==> src/rtl/detector_jogada_if.sv <==
// Button-side bus of the play detector: raw buttons and enable in,
// accepted-play pulse, code and debug status out.
interface detector_jogada_if;
  logic       habilita;
  logic [3:0] botoes;
  logic       jogada_feita;
  logic [3:0] jogada;
  logic       jogada_invalida;
  logic       db_tem_jogada;
  logic [2:0] db_estado;

  modport master (
    output habilita, botoes,
    input  jogada_feita, jogada, jogada_invalida, db_tem_jogada, db_estado
  );

  modport slave (
    input  habilita, botoes,
    output jogada_feita, jogada, jogada_invalida, db_tem_jogada, db_estado
  );
endinterface

==> src/rtl/detector_jogada.sv <==
// Synchronizes and debounces four raw buttons; emits one pulse per stable
// one-hot press and flags multi-button presses.
//
// state         | meaning
// OCIOSO        | no button seen, waiting for a press
// CONTANDO      | counting identical samples of the candidate pattern
// VALIDA        | one cycle: pulse jogada_feita or jogada_invalida
// ESPERA_SOLTAR | waiting for a debounced release
module detector_jogada #(
  parameter int N_DEBOUNCE = 5
) (
  input logic              clock,
  input logic              reset,
  detector_jogada_if.slave bus
);
  localparam int CW = $clog2(N_DEBOUNCE) + 1;
  localparam logic [CW-1:0] CNT_FIM = CW'(N_DEBOUNCE - 1);
  localparam logic [CW-1:0] CNT_UM  = CW'(1);

  typedef enum logic [2:0] {
    OCIOSO        = 3'd0,
    CONTANDO      = 3'd1,
    VALIDA        = 3'd2,
    ESPERA_SOLTAR = 3'd3
  } estado_t;

  estado_t       estado, estado_prox;
  logic [3:0]    s1, s2;
  logic [3:0]    cand, cand_prox;
  logic [CW-1:0] cnt, cnt_prox;
  logic [3:0]    jogada_r, jogada_prox;
  logic          cand_um_quente;

  assign cand_um_quente = (cand != 4'd0) && ((cand & (cand - 4'd1)) == 4'd0);

  always_ff @(posedge clock) begin
    if (reset) begin
      s1       <= 4'd0;
      s2       <= 4'd0;
      estado   <= OCIOSO;
      cand     <= 4'd0;
      cnt      <= '0;
      jogada_r <= 4'd0;
    end else begin
      s1       <= bus.botoes;
      s2       <= s1;
      estado   <= estado_prox;
      cand     <= cand_prox;
      cnt      <= cnt_prox;
      jogada_r <= jogada_prox;
    end
  end

  always_comb begin
    estado_prox = estado;
    cand_prox   = cand;
    cnt_prox    = cnt;
    jogada_prox = jogada_r;
    case (estado)
      OCIOSO: begin
        if (s2 != 4'd0) begin
          if (bus.habilita) begin
            estado_prox = CONTANDO;
            cand_prox   = s2;
            cnt_prox    = CNT_UM;
          end else begin
            estado_prox = ESPERA_SOLTAR;
            cnt_prox    = '0;
          end
        end
      end
      CONTANDO: begin
        if (!bus.habilita) begin
          estado_prox = ESPERA_SOLTAR;
          cnt_prox    = '0;
        end else if (s2 == 4'd0) begin
          estado_prox = OCIOSO;
          cnt_prox    = '0;
        end else if (s2 != cand) begin
          // a bounce to another pattern restarts the count on the new one
          cand_prox = s2;
          cnt_prox  = CNT_UM;
        end else if (cnt == CNT_FIM) begin
          estado_prox = VALIDA;
          cnt_prox    = '0;
          if (cand_um_quente) jogada_prox = cand;
        end else begin
          cnt_prox = cnt + CNT_UM;
        end
      end
      VALIDA: begin
        estado_prox = ESPERA_SOLTAR;
        cnt_prox    = '0;
      end
      ESPERA_SOLTAR: begin
        if (s2 != 4'd0) begin
          cnt_prox = '0;
        end else if (cnt == CNT_FIM) begin
          estado_prox = OCIOSO;
          cnt_prox    = '0;
        end else begin
          cnt_prox = cnt + CNT_UM;
        end
      end
      default: begin
        estado_prox = OCIOSO;
        cnt_prox    = '0;
      end
    endcase
  end

  assign bus.jogada_feita    = (estado == VALIDA) && cand_um_quente;
  assign bus.jogada_invalida = (estado == VALIDA) && !cand_um_quente;
  assign bus.jogada          = jogada_r;
  assign bus.db_tem_jogada   = (s2 != 4'd0);
  assign bus.db_estado       = estado;
endmodule

==> src/flat_wrapper.sv <==
// flat-port wrapper written by rule: the top's interface ports become plain ports
module detector_jogada_flat 
#(
  parameter int N_DEBOUNCE = 5
)
  (clock, reset, bus_habilita, bus_botoes, bus_jogada_feita, bus_jogada, bus_jogada_invalida, bus_db_tem_jogada, bus_db_estado);
  detector_jogada_if bus_i ();
  input logic clock;
  input logic reset;
  input wire logic [$bits(bus_i.habilita)-1:0] bus_habilita;
  input wire logic [$bits(bus_i.botoes)-1:0] bus_botoes;
  output wire logic [$bits(bus_i.jogada_feita)-1:0] bus_jogada_feita;
  output wire logic [$bits(bus_i.jogada)-1:0] bus_jogada;
  output wire logic [$bits(bus_i.jogada_invalida)-1:0] bus_jogada_invalida;
  output wire logic [$bits(bus_i.db_tem_jogada)-1:0] bus_db_tem_jogada;
  output wire logic [$bits(bus_i.db_estado)-1:0] bus_db_estado;
  assign bus_i.habilita = bus_habilita;
  assign bus_i.botoes = bus_botoes;
  assign bus_jogada_feita = bus_i.jogada_feita;
  assign bus_jogada = bus_i.jogada;
  assign bus_jogada_invalida = bus_i.jogada_invalida;
  assign bus_db_tem_jogada = bus_i.db_tem_jogada;
  assign bus_db_estado = bus_i.db_estado;
  detector_jogada #(.N_DEBOUNCE(N_DEBOUNCE)) u_core (.clock(clock), .reset(reset), .bus(bus_i));
endmodule
==> config.mk <==
export PLATFORM = sky130hd
export DESIGN_NAME = detector_jogada_flat
export DESIGN_NICKNAME = d
export VERILOG_FILES = /design/src/rtl/detector_jogada_if.sv /design/src/rtl/detector_jogada.sv /design/src/flat_wrapper.sv
export SDC_FILE = /design/constraint.sdc
export NUM_CORES = 1
export LEC_CHECK = 0
export BUFFER_PORTS_ARGS = -buffer_cell sky130_fd_sc_hd__buf_2
export CORE_MARGIN = 5
export CORE_UTILIZATION = 57
export CTS_BUF_LIST = sky130_fd_sc_hd__clkbuf_4
export CTS_CLUSTER_SIZE = 40
export DETAILED_ROUTE_END_ITERATION = 12
export PLACE_DENSITY = 0.8
export REMOVE_ABC_BUFFERS = 1
export SLEW_MARGIN = 20
export SYNTH_ARGS = -nofsm -noshare
export SYNTH_HDL_FRONTEND = slang
export SYNTH_SLANG_ARGS = --single-unit
==> constraint.sdc <==
create_clock -name clock -period 2.22 [get_ports clock]
set_input_delay 0.111 -clock clock [delete_from_list [all_inputs] [get_ports clock]]
set_output_delay 0.111 -clock clock [all_outputs]
set_load 0.05 [all_outputs]
==> summary.md <==
| Metric | Value |
|---|---|
| Status | finished, final reports clean |
| CTS Root Cell | clkbuf_4 |
| Share of layout cells above drive strength 1 | 0.1852 |
| DR pass1 iterations | 4 |
| Die Y-Extent | 53.30 µm |
| Pleak | 0.4729 nW |
| Global-route wire length before repair | 3567 µm |
| Hold buffer count at CTS | 1 |
| GRT Total Usage | 0.1687 |
| Chip Width | 53.30 µm |
| CP arrival | 1.91 ns |
| Slowest CP cell | a211oi_1 |
| Layout Nets | 145 |
| Mapped Cells | 119 |
| Metal1 wirelength | 919 µm |
| Final wirelength | 2145 µm |
| Critical R2R Launch | u_core.cand[1] |
| Core ar. | 1745 µm² |
| CTS Buf Count | 3 |
| Cell family with most CP delay | compound AO/OA/AOI/OAI gates |
| Synth area leader | dfxtp_1 |
| WP data required | 2.11 ns |
| CTS resizes | 0 |
| Syn avg cell area | 8.979 µm² |
| Pins Over Slew Limit | 0 |
| Area of the multi-input gates | 580.6 µm² |
| Critical path peak fanout | 6 |
| Final ANT Viol Nets | 0 |
| RSZ-0062 raised after global routing | false |
| CTS tree | built |
| Post-synth top cells | 22 x dfxtp_1, 14 x nor2_1, 10 x nor2b_1, 9 x o21ai_0 |
| Die ar. | 2840 µm² |
| Bufs on Longest Clock Path | 2 |
| Worst slew margin | 0.5695 |
| Final Hold Viols | 0 |
| WL/cell | 13.41 µm |
| Number of diodes | 0 |
| Max-cap violations | 0 |
| WP buf/inv | 1 |
| Register bit count reported by yosys | 22 |
| # rows | 15 |
| Post-Syn Area | 1069 µm² |
| Synth top area cells | dfxtp_1 41%, nor2b_1 5.9%, nor2_1 4.9% |
| Worst setup startpoint | u_core.cand[3] |
| Hold/Removal Path Class | input pin to flop |
| DR WL met3 | 122 µm |
| Cell total after placement | 154 |
| Via count | 922 |
| Boundary pin count | 17 |
| Total power draw | 0.8921 mW |
| Yosys warning count | 0 |
| Gpl congestion | 0.8547 |
| Starting Density | 0.6122 |
| Via-to-Cell Ratio | 5.763 |
| Post-Place Cell Area | 1154 µm² |
| Setup CP Type | flop to primary output |
| HP Start | bus_botoes[2] |
| Worst-path cell chain | nor4b_1, a211oi_1, and3_2, buf_2 |
| Synth top area share | 0.4122 |
| CTS sink cnt | 22 |
| Clk slew on worst S/H paths | 0.13 ns |
| Main synth FF type | dfxtp_1 |
| Met2 WL post-DR | 1023 µm |
| F_max | 495.7 MHz |
| Postcts setup bufs | 0 |
| CP endpoint kind | primary output |
| Critical path launch point type | flop |
| Starting DRT DRC Count | 31 |
| H-Tree Depth | 1 |
| Distinct cell type count after synthesis | 39 |
| Total gr overflow | 0 |
| Port Buffers | 15 |
| Worst Tran Pin Value | 0.6398 ns |
| Sequential cell area fraction in the yosys report | 0.4122 |
| Hpwl dp | 1541 µm |
| Post-synth EDFFs | 0 |
| Count leader, synth | dfxtp_1 |
| Largest net degree at the start of global routing | 24 |
| Final worst-path cycle share | 0.9086 |
| Vias in the first global route | 870 |
| IR Drop Worst-Case VDD | 0.0005667 V |
| Initial antenna violation count | 0 |
| CP peak stage delay | 0.52 ns |
| Power density cells | 727.5 nW/µm² |
| DRC Markers | 0 |
| Worst-skew pair later-pin latency | 0.31 ns |
| Worst clock skew | 0.001597 ns |
| Area grow syn2layout | 14.75% |
| Tmin final | 2.017 ns |
| Fraction of registers with async set/reset | 0 |
| Fin Setup TNS | 0 ns |
| Fin area | 1226 µm² |
| Max Used Layer | met4 |
| # setup viols final | 0 |
| # fillers | 134 |
| Reg area | 440.4 µm² |
| Final non-filler cell total | 160 |
## flip-flops by register name, indices dropped and copies added (netlist names)
signal	cells
u_core.bus.jogada	4
u_core.cand	4
u_core.cnt	4
u_core.s1	4
u_core.s2	4
u_core.bus.db_estado	2
## path summary, 6_finish.rpt
kind,slack (ns),to,cells past startpoint
worst min-delay path,0.007,u_core.s1[2],2
worst max-delay path,0.20,bus_jogada_invalida,4
worst min register to register,0.45,u_core.s2[0],1
worst max register to register,0.43,u_core.bus.jogada[3],5
## metrics by stage
stage | setup slack (ns) | util | hold WS (ns)
floorplan | 0.1566 | - | 0.1801
global placement | 0.5474 | 0.6609 | 0.3196
detailed placement | 0.4165 | 0.6609 | 0.3251
CTS | 0.1690 | 0.6968 | 0.004824
global route | 0.01845 | 0.7025 | 0.02744
finish | 0.2029 | 0.7025 | 0.006618
## layout make-up
type	count	share of cell area
repair buffers	18	0.08367
multi-input cells	86	0.4735
clock buffers	3	0.01837
clock inverters	1	0.02449
inverters	5	0.01531
flip-flops and latches	22	0.3592
well taps	25	0.02551
## where the power goes
group	total, mW	internal, mW	switching [mW]
logic	0.152	0.0539	0.0986
clock network	0.308	0.182	0.125
registers	0.432	0.410	0.0217
## metal layers
layer,GRT usage,vias to the layer above
met1,0.2017,414
met4,0.08511,0
met3,0.03380,14
met2,0.2816,37
li1,-,457
met5,0,-
## placed cells by master (no fill, tap or decap), drive strengths merged
master       instances
and2b                1
o211ai               3
a211oi               1
buf                 16
or3                  1
a22oi                1
clkbuf               3
nor3                 3
nor4b                3
nor2b               10
conb                 1
dlygate4sd3          2
inv                  5
xor2                 1
a21oi                5
a32o                 1
nand3                2
ha                   2
and3                 1
and3b                1
nor4                 4
nand2b               2
nor2                14
a221oi               1
o21ai                9
nand2                3
a311oi               1
nor3b                1
dfxtp               22
o22a                 1
bufinv               1
nand4b               1
o21ba                1
o22ai                1
nand4                1
xnor2                4
mux2i                5
## cell families (layout without fill, tap and decap cells)
kind of cell	count (synthesis)	after routing	synth area share
AO/OA/AOI/OAI	25	25	0.1499
buffers and inverters	11	27	0.04448
flip-flops	22	22	0.4122
XOR/XNOR	5	5	0.04098
adder cells (fa/ha/maj)	2	2	0.02342
AND/OR/NAND/NOR	48	48	0.2787
other	1	1	0.003510
multiplexers	5	5	0.04684
Power figures use the tool's default switching activity.
